===== src/rtl/multdiv_pkg.sv =====
// Shared definitions for the iterative multiply/divide unit: state encoding,
// iteration counts and the signed-overflow constant.
package multdiv_pkg;

   localparam int WIDTH     = 32;
   localparam int MUL_ITERS = WIDTH / 2;
   localparam int DIV_ITERS = WIDTH;
   localparam logic [WIDTH-1:0] INT_MIN = 32'h8000_0000;

   typedef enum logic [1:0] {
      IDLE = 2'd0,
      MUL  = 2'd1,
      DIV  = 2'd2,
      DONE = 2'd3
   } state_t;

   function automatic logic [WIDTH-1:0] magnitude(input logic [WIDTH-1:0] value);
      return value[WIDTH-1] ? -value : value;
   endfunction

endpackage


===== src/rtl/multdiv_booth_step.sv =====
// One radix-4 Booth iteration: add 0, +-M or +-2M to the upper partial product,
// then arithmetic-shift the whole register right by two.
module booth_step
   import multdiv_pkg::*;
(
   input  logic [2:0]         window,
   input  logic [WIDTH-1:0]   mcand,
   input  logic [2*WIDTH:0]   partial,
   output logic [2*WIDTH+2:0] partialNext
);

   // The upper accumulator carries two guard bits so that +-2M never overflows.
   logic signed [WIDTH+1:0] upper;
   logic signed [WIDTH+1:0] mExt;
   logic signed [WIDTH+1:0] addend;
   logic signed [WIDTH+1:0] sum;

   always_comb begin
      upper  = partial[2*WIDTH:WIDTH-1];
      mExt   = {{2{mcand[WIDTH-1]}}, mcand};
      addend = '0;
      unique case (window)
         3'b001, 3'b010: addend = mExt;
         3'b011:         addend = mExt <<< 1;
         3'b100:         addend = -(mExt <<< 1);
         3'b101, 3'b110: addend = -mExt;
         default:        addend = '0;
      endcase
      sum         = upper + addend;
      partialNext = {{2{sum[WIDTH+1]}}, sum, partial[WIDTH-2:0]};
   end

endmodule


===== src/rtl/multdiv.sv =====
// Iterative signed 32-bit multiply (radix-4 Booth) / divide (restoring) unit
// with a fixed 17-cycle multiply and 33-cycle divide latency.
module multdiv
   import multdiv_pkg::*;
(
   input  logic             clock,
   input  logic             reset,
   input  logic [WIDTH-1:0] data_operandA,
   input  logic [WIDTH-1:0] data_operandB,
   input  logic             ctrl_MULT,
   input  logic             ctrl_DIV,
   output logic [WIDTH-1:0] data_result,
   output logic             data_exception,
   output logic             data_resultRDY,
   output logic             data_busy,
   output state_t           dbgState
);

   // Handshake: a one-cycle ctrl_MULT/ctrl_DIV pulse is accepted in any cycle
   // (restarting any op in flight); completion is a one-cycle data_resultRDY
   // pulse, with data_result/data_exception valid then and held afterwards.

   state_t           state, stateNext;
   logic [4:0]       counter, counterNext;
   logic             startMul, startDiv, start;

   logic [2*WIDTH+2:0] acc, accNext;
   logic [WIDTH-1:0]   mcand;
   logic [WIDTH-1:0]   rem, quo, divisor;
   logic               isDiv, negQuo, divZero, divOvf;

   logic [WIDTH:0]     divShifted;
   logic               divFits;
   logic [2*WIDTH-1:0] product;
   logic [WIDTH-1:0]   finalResult;
   logic               finalExc;

   assign startMul = ctrl_MULT;
   assign startDiv = ctrl_DIV & ~ctrl_MULT;
   assign start    = startMul | startDiv;

   always_ff @(posedge clock or negedge reset) begin
      if (!reset) begin
         state   <= IDLE;
         counter <= '0;
      end else begin
         state   <= stateNext;
         counter <= counterNext;
      end
   end

   always_comb begin
      stateNext   = state;
      counterNext = counter;
      unique case (state)
         MUL: begin
            counterNext = counter + 5'd1;
            if (counter == 5'(MUL_ITERS - 1)) begin
               stateNext   = DONE;
               counterNext = '0;
            end
         end
         DIV: begin
            counterNext = counter + 5'd1;
            if (counter == 5'(DIV_ITERS - 1)) begin
               stateNext   = DONE;
               counterNext = '0;
            end
         end
         DONE:    stateNext = IDLE;
         default: stateNext = IDLE;
      endcase
      if (startMul) begin
         stateNext   = MUL;
         counterNext = '0;
      end else if (startDiv) begin
         stateNext   = DIV;
         counterNext = '0;
      end
   end

   booth_step uBooth (
      .window      (acc[2:0]),
      .mcand       (mcand),
      .partial     (acc[2*WIDTH+2:2]),
      .partialNext (accNext)
   );

   always_comb begin
      divShifted  = {rem, quo[WIDTH-1]};
      divFits     = divShifted >= {1'b0, divisor};
      product     = acc[2*WIDTH:1];
      finalResult = product[WIDTH-1:0];
      finalExc    = !((&product[2*WIDTH-1:WIDTH-1]) || !(|product[2*WIDTH-1:WIDTH-1]));
      if (isDiv) begin
         finalExc    = divZero | divOvf;
         finalResult = negQuo ? -quo : quo;
         if (divZero)
            finalResult = '0;
         else if (divOvf)
            finalResult = INT_MIN;
      end
   end

   always_ff @(posedge clock or negedge reset) begin
      if (!reset) begin
         acc            <= '0;
         mcand          <= '0;
         rem            <= '0;
         quo            <= '0;
         divisor        <= '0;
         isDiv          <= 1'b0;
         negQuo         <= 1'b0;
         divZero        <= 1'b0;
         divOvf         <= 1'b0;
         data_result    <= '0;
         data_exception <= 1'b0;
         data_resultRDY <= 1'b0;
      end else begin
         data_resultRDY <= (state == DONE);
         if (state == DONE) begin
            data_result    <= finalResult;
            data_exception <= finalExc;
         end
         if (start) begin
            acc     <= {{(WIDTH+2){1'b0}}, data_operandB, 1'b0};
            mcand   <= data_operandA;
            rem     <= '0;
            quo     <= magnitude(data_operandA);
            divisor <= magnitude(data_operandB);
            isDiv   <= startDiv;
            negQuo  <= data_operandA[WIDTH-1] ^ data_operandB[WIDTH-1];
            divZero <= (data_operandB == '0);
            divOvf  <= (data_operandA == INT_MIN) && (&data_operandB);
         end else if (state == MUL) begin
            acc <= accNext;
         end else if (state == DIV) begin
            rem <= divFits ? WIDTH'(divShifted - {1'b0, divisor}) : divShifted[WIDTH-1:0];
            quo <= {quo[WIDTH-2:0], divFits};
         end
      end
   end

   assign data_busy = (state != IDLE);
   assign dbgState  = state;

endmodule

===== config.mk =====
export PLATFORM = sky130hd
export DESIGN_NAME = multdiv
export DESIGN_NICKNAME = d
export VERILOG_FILES = /design/src/rtl/multdiv_pkg.sv /design/src/rtl/multdiv_booth_step.sv /design/src/rtl/multdiv.sv
export SDC_FILE = /design/constraint.sdc
export NUM_CORES = 1
export LEC_CHECK = 0
export BUFFER_PORTS_ARGS = -buffer_cell sky130_fd_sc_hd__buf_4
export CORE_MARGIN = 5
export CORE_UTILIZATION = 55
export DETAILED_ROUTE_END_ITERATION = 12
export GPL_TIMING_DRIVEN = 0
export PLACE_DENSITY = 0.8
export SYNTH_ARGS = -nofsm -noshare
export SYNTH_HDL_FRONTEND = slang
export SYNTH_SLANG_ARGS = --single-unit
export TNS_END_PERCENT = 5

===== constraint.sdc =====
create_clock -name clock -period 5.7 [get_ports clock]
set_clock_uncertainty 0.15 [all_clocks]
set_input_delay 0.57 -clock clock [delete_from_list [all_inputs] [get_ports clock]]
set_output_delay 0.57 -clock clock [all_outputs]
set_load 0.01 [all_outputs]

# Word-level counts from Yosys, hierarchy flattened
# Cells that the tools add are included.
# word_totals
register_bits	240
output_inout_bits	37
elab_cells	86
inputBits	68
# op_classes
eq_ne	15
reduce_logical	16
n_bitwise	5
n_lt_le_gt_ge	1
add_sub_neg	8
mux	27
# ops
cell	n
32-bit 2-to-1 mux	13
34-bit case mux with 4 select lines	1
67-bit 2-to-1 mux	2
32-bit negation	3
34-bit adder	1
32-bit negation with 34-bit output	1
33-bit negation with 34-bit output	1
33-bit by 32-bit greater-or-equal comparator with 1-bit output	1
33-bit AND reduction	1
33-bit OR reduction	1
32-bit equality test (second input constant)	1
32-bit logical NOT	1
32-bit AND reduction	1
32-bit subtractor	1
5-bit 2-to-1 mux	4
5-bit case mux with 2 select lines	1
3-bit equality test (second input constant)	3
2-bit 2-to-1 mux	4
4-bit != test (second input constant)	2
3-bit by 2-bit equality test with 1-bit output (second input constant)	2
2-bit nonzero test	3
5-bit by 1-bit adder with 5-bit output (second input constant)	1
5-bit by 4-bit equality test with 1-bit output (second input constant)	1
5-bit equality test (second input constant)	1
16 further kinds	21

# Logic depth before layout (Yosys ltp)
# logic_depth
depth_word	6
mapped_depth	22
ltp_nobuf	21

# Cells and area by module
# Synthesis repeated with hierarchy kept, for this count alone.
# unflattened
hier_cells	2255
hier_area_um2	18226.2
# by_module_without_submodules
mod	instances	area_each_um2	seq_area_each_um2	cells_each
multdiv	1	14306.2	6005.8	1654
booth_step	1	3920.0	0.0	601

# Least setup slack after synthesis
# No wires, ideal clock.
# synth_timing
path_type	register to register
startpoint	register mcand[6]
endpoint	register acc[65]
period_less_slack_ns	5.090
setup_time_ns	0.132
t_arrival_ns	4.808
path_buffers	3
path_stages_with_launch	23
slack_ns	0.610
required_time_ns	5.418
cell_sequence	dfrtp_1 > clkbuf_1 > nor4_1 > nand3_1 > or2_1 > or3_1 > or3_1 > clkbuf_1 > nor3_1 > xnor2_1 > a221oi_1 > a31oi_1 > ha_1 > clkbuf_1 > a21o_1 > a21o_1 > or2_2 > nor3_1 > nor2_1 > o31a_1 > a221oi_1 > xor2_1 > nor2_1
# synth_between
elab_chain_len	5
elab_cells_between_ends	6
cone_classes	3 x add/sub; 3 x mux
# synth_rtl
element	line_no	source
from (decl)	multdiv.sv:28	logic [WIDTH-1:0] mcand;
from (signal assigned)	multdiv.sv:127	mcand <= data_operandA;
33-bit negation with 34-bit output / 32-bit negation with 34-bit output (equally long branches)	multdiv_booth_step.sv:25, multdiv_booth_step.sv:26	
34-bit case mux with 4 select lines *	multdiv_booth_step.sv:22	unique case (window)
34-bit adder *	multdiv_booth_step.sv:29	sum = upper + addend;
67-bit 2-to-1 mux *	multdiv.sv:135	end else if (state == MUL) begin
67-bit 2-to-1 mux *	multdiv.sv:125	if (start) begin
to (signal assigned)	multdiv.sv:126	acc <= {{(WIDTH+2){1'b0}}, data_operandB, 1'b0};
to (signal assigned)	multdiv.sv:136	acc <= accNext;
to (decl)	multdiv.sv:27	logic [2*WIDTH+2:0] acc, accNext;
# Mark *: on every way between the ends. The rest lies on a longest branch, timed or not. The select of a mux whose other input is x is not followed.
# A chain may end at the register's enable or synchronous reset.

# Final worst setup path
# Ends and elaborated chain as after synthesis.

==> impl_metrics.tcl <==
set metrics [dict create \
    synth_edf_count 0 \
    drc_errors 0 \
    grt_util_all_layers_pct 31.5 \
    hold_viol 0 \
    wl_per_cell_um 20.9 \
    setup_slack_ns 0.291 \
    pre_cts_slack_ns -0.222 \
    path_buf_inv 3 \
    hold_path_depth 2 \
    die-area_mm2 0.0360 \
    firstDrtPassIters 6 \
    cts_num_sinks 238 \
    cp_max_fo 9 \
    cp_common_cell "clkbuf_1" \
    p_leak_nw 9.02 \
    fp-row-count 65 \
    die-height_um 190 \
    hold_path.class "input port to register" \
    syn_area_per_cell_um2 8.04 \
    critPathSlowestCell "or3_1" \
    synth_nets 2361 \
    critPathCaptureType "register" \
    nets 2497 \
    power_density_mw_per_mm2 291 \
    antenna_found_initial 1 \
    htreeDepth 1 \
    r2r_cells 22 \
    critPathMaxStageDelay_ns 0.39 \
    min-delay-start "ctrl_MULT" \
    cts_inserted_buffers 27 \
    grt_pass1_vias 17352 \
    maxSlewViolCount 0 \
    worst_ep_required_time_ns 5.98 \
    grt_overflow 0 \
    relSlewSlack_pct 29.6 \
    status "finished clean" \
    grt_max_degree 114 \
    clkTransAtPathRegs_ns 0.07 \
    async_flop_share_pct 100 \
    grt_pass1_wl_mm 92.7 \
    max_cap_violations 0 \
    synth_cells 2213 \
    regToRegSetupSlack_ns 0.29 \
    yosysUniqueCellTypes 73 \
    finalSetupViolCount 0 \
    drive_gt1_share_pct 8.06 \
    yosys.area.top_type "dfrtp_1" \
    ys_seq_elements 238 \
    period_minus_slack_ns 5.41 \
    cts_tree "built" \
    start_util_pct 56.1 \
    placed_area_mm2 0.0191 \
    ys_warn_count 0 \
    ys_seq_area_share_pct 33.5 \
    fin_crit_sh_pct 94.9 \
    ys.flop_type "dfrtp_1" \
    r2r_end "acc[65]" \
    place_congestion 0.958 \
    worst_pin_slew_ns 1.04 \
    insertion_delay_ns 0.58 \
    max_freq_ghz 0.185 \
    synthesis.area_mm2 0.0178 \
    viasPerCell 6.45 \
    synth.area.top_cells "dfrtp_1 (33%), nand2_1 (7.5%), o21ai_0 (5.6%), xnor2_1 (5.6%), ha_1 (5.5%)" \
    vias 17888 \
    whs_endpoint "dbgState[1]" \
    yosys.area.top_type_share_pct 33.5 \
    ir_drop_mv 0.278 \
    r2r_start "mcand[6]" \
    fin_area_mm2 0.0203 \
    rsz0062_at_grt "false" \
    start_kind "register" \
    drt_iter0_drc 1956 \
    die_w_um 190 \
    portBuffers 103 \
    area_growth_pct 14.0 \
    clock-root-buffer "clkbuf_16" \
    crit_chain "clkbuf_1 > nor4_4 > nand3_4 > or2_1 > or3_1 > or3_1 > clkbuf_1 > nor3_1 > xnor2_1 > a221oi_1 > a31oi_1 > ha_1 > clkbuf_1 > a21o_1 > a21o_1 > or2_2 > nor3_1 > nor2_1 > o31a_1 > a221oi_2 > xor2_1 > nor2_1" \
    ios 105 \
    dp_hpwl_mm 44.0 \
    cts_buffer_depth 3 \
    hold_ws_ns 0.0589 \
    crit_arrival_ns 5.69 \
    worstSetupPathType "register to register" \
    core_mm2 0.0317 \
    route.antenna.remaining_nets 0 \
    drt-total-wl_mm 58.0 \
    cp_top_family "simple AND/OR/NAND/NOR gates" \
]
## per-stage QoR
| stage | total power, W | cells | util [%] | TNS, ns |
|---|---|---|---|---|
| 2_1_floorplan | 0.00320 | 2213 | - | 0 |
| 3_3_place_gp | 0.00380 | 2718 | 60.1 | -0.131 |
| 3_5_place_dp | 0.00386 | 2720 | 60.3 | -0.277 |
| 4_1_cts | 0.00587 | 2771 | 63.6 | 0 |
| 5_1_grt | 0.00619 | 2773 | 63.9 | 0 |
| 6_report | 0.00590 | 2773 | 63.9 | 0 |
## worst max-delay path by stage
stage	startpoint	to	slack, ns	depth (start not counted)
after floorplan	mcand[6]	acc[65]	0.61	22
after global placement	mcand[6]	acc[65]	-0.08	22
after detailed placement	mcand[6]	acc[65]	-0.22	22
after CTS	mcand[6]	acc[65]	0.04	22
after global routing	mcand[6]	acc[65]	0.02	22
final	mcand[6]	acc[65]	0.29	22
## cell type report
| cell class | instances | area (um^2) |
|---|---|---|
| antenna | 1 | 2.50 |
| buffer | 144 | 546 |
| clock buffer | 35 | 736 |
| clock inverter | 15 | 280 |
| fill | 2804 | 11400 |
| inverter | 66 | 248 |
| multi-input combinational | 1763 | 11100 |
| sequential | 238 | 5960 |
| tap | 402 | 503 |
| timing repair buffer | 109 | 868 |
## cell families (layout without fill, tap and decap cells)
family / Yosys count / in the layout / synth area share (%)
AOI/OAI and AO/OA: 649 / 649 / 22.9
DFF: 238 / 238 / 33.5
xor gates and xnor gates: 176 / 176 / 8.67
adders and majority gates: 80 / 80 / 5.71
muxes: 84 / 84 / 4.75
and+or+nand+nor: 774 / 774 / 20.0
buffers and inverters: 212 / 369 / 4.49
other: 0 / 1 / 0
## cells in the mapped netlist (4+ instances only)
cell type  instances
nand2_1          354
dfrtp_1          238
o21ai_0          199
nor2_1           162
clkbuf_1         137
a21oi_1          134
xnor2_1          113
mux2i_1           81
ha_1              78
inv_1             65
xor2_1            63
a22oi_1           60
a21o_1            49
a31oi_1           47
nor3_1            37
nor4_1            36
nand4_1           32
o31ai_1           31
nand3_1           30
a211oi_1          21
or4_1             20
or3_1             18
and3_1            15
nand2b_1          15
nor2b_1           14
o21bai_1          12
o41ai_1           12
a221oi_1          11
a211o_1           10
o21a_1            10
or2_2              9
and2_1             8
buf_1              7
o211ai_1           7
o311ai_0           6
a311o_1            5
nor3b_1            4
o21ai_1            4
## cells in the final DEF (no fill, tap or decap), types with 47 or more instances in the layout
cell type  Yosys  layout
a22oi_1       60      60
xor2_1        63      63
a21oi_1      134     134
clkbuf_1     137     139
a31oi_1       47      47
buf_4          0     105
nand2_1      354     354
mux2i_1       81      81
ha_1          78      78
xnor2_1      113     113
nor2_1       162     160
a21o_1        49      49
o21ai_0      199     199
inv_1         65      65
dfrtp_1      238     237
## worst reg2reg max path: cells and delay by family, from the launching register on
family                     cells  cell delay (ns)
AOI/OAI and AO/OA              6             1.24
xor gates and xnor gates       2             0.29
and+or+nand+nor               10             2.35
buffers and inverters          3             0.59
adders and majority gates      1             0.31
DFF                            1             0.36
## power breakdown
group          leakage, nW  internal (W)  switching, W
combinational         5.59      0.000704       0.00110
clock                0.486       0.00124      0.000775
sequential            2.94       0.00189      0.000198
total                 9.02       0.00383       0.00207
## what timing repair did
action | 4_1_cts | 5_1_grt
endpoints found under the hold margin | 28 | 0
gates resized for setup | 4 | 20
buffers inserted | 0 | 3
endpoints found under the setup margin | 3 | 4
gates cloned | 0 | 0
hold buffers | 1 | 0
pin swaps | 0 | 3
## registers in the layout (all words and copies together), names as in the netlist
signal,count
divOvf,1
data_result,32
divZero,1
data_exception,1
counter,5
dbgState,2
rem,32
data_resultRDY,1
divisor,32
quo,32
isDiv,1
mcand,32
acc,65
negQuo,1
## routing by layer
metal / vias to the layer above / GRT usage, % / wire [um]
met5: - / 0 / 0
li1: 8233 / - / -
met2: 887 / 50.7 / 26400
met3: 137 / 4.62 / 4980
met1: 8631 / 44.1 / 24600
met4: 0 / 9.88 / 2000
Power figures use the tool's default switching activity.
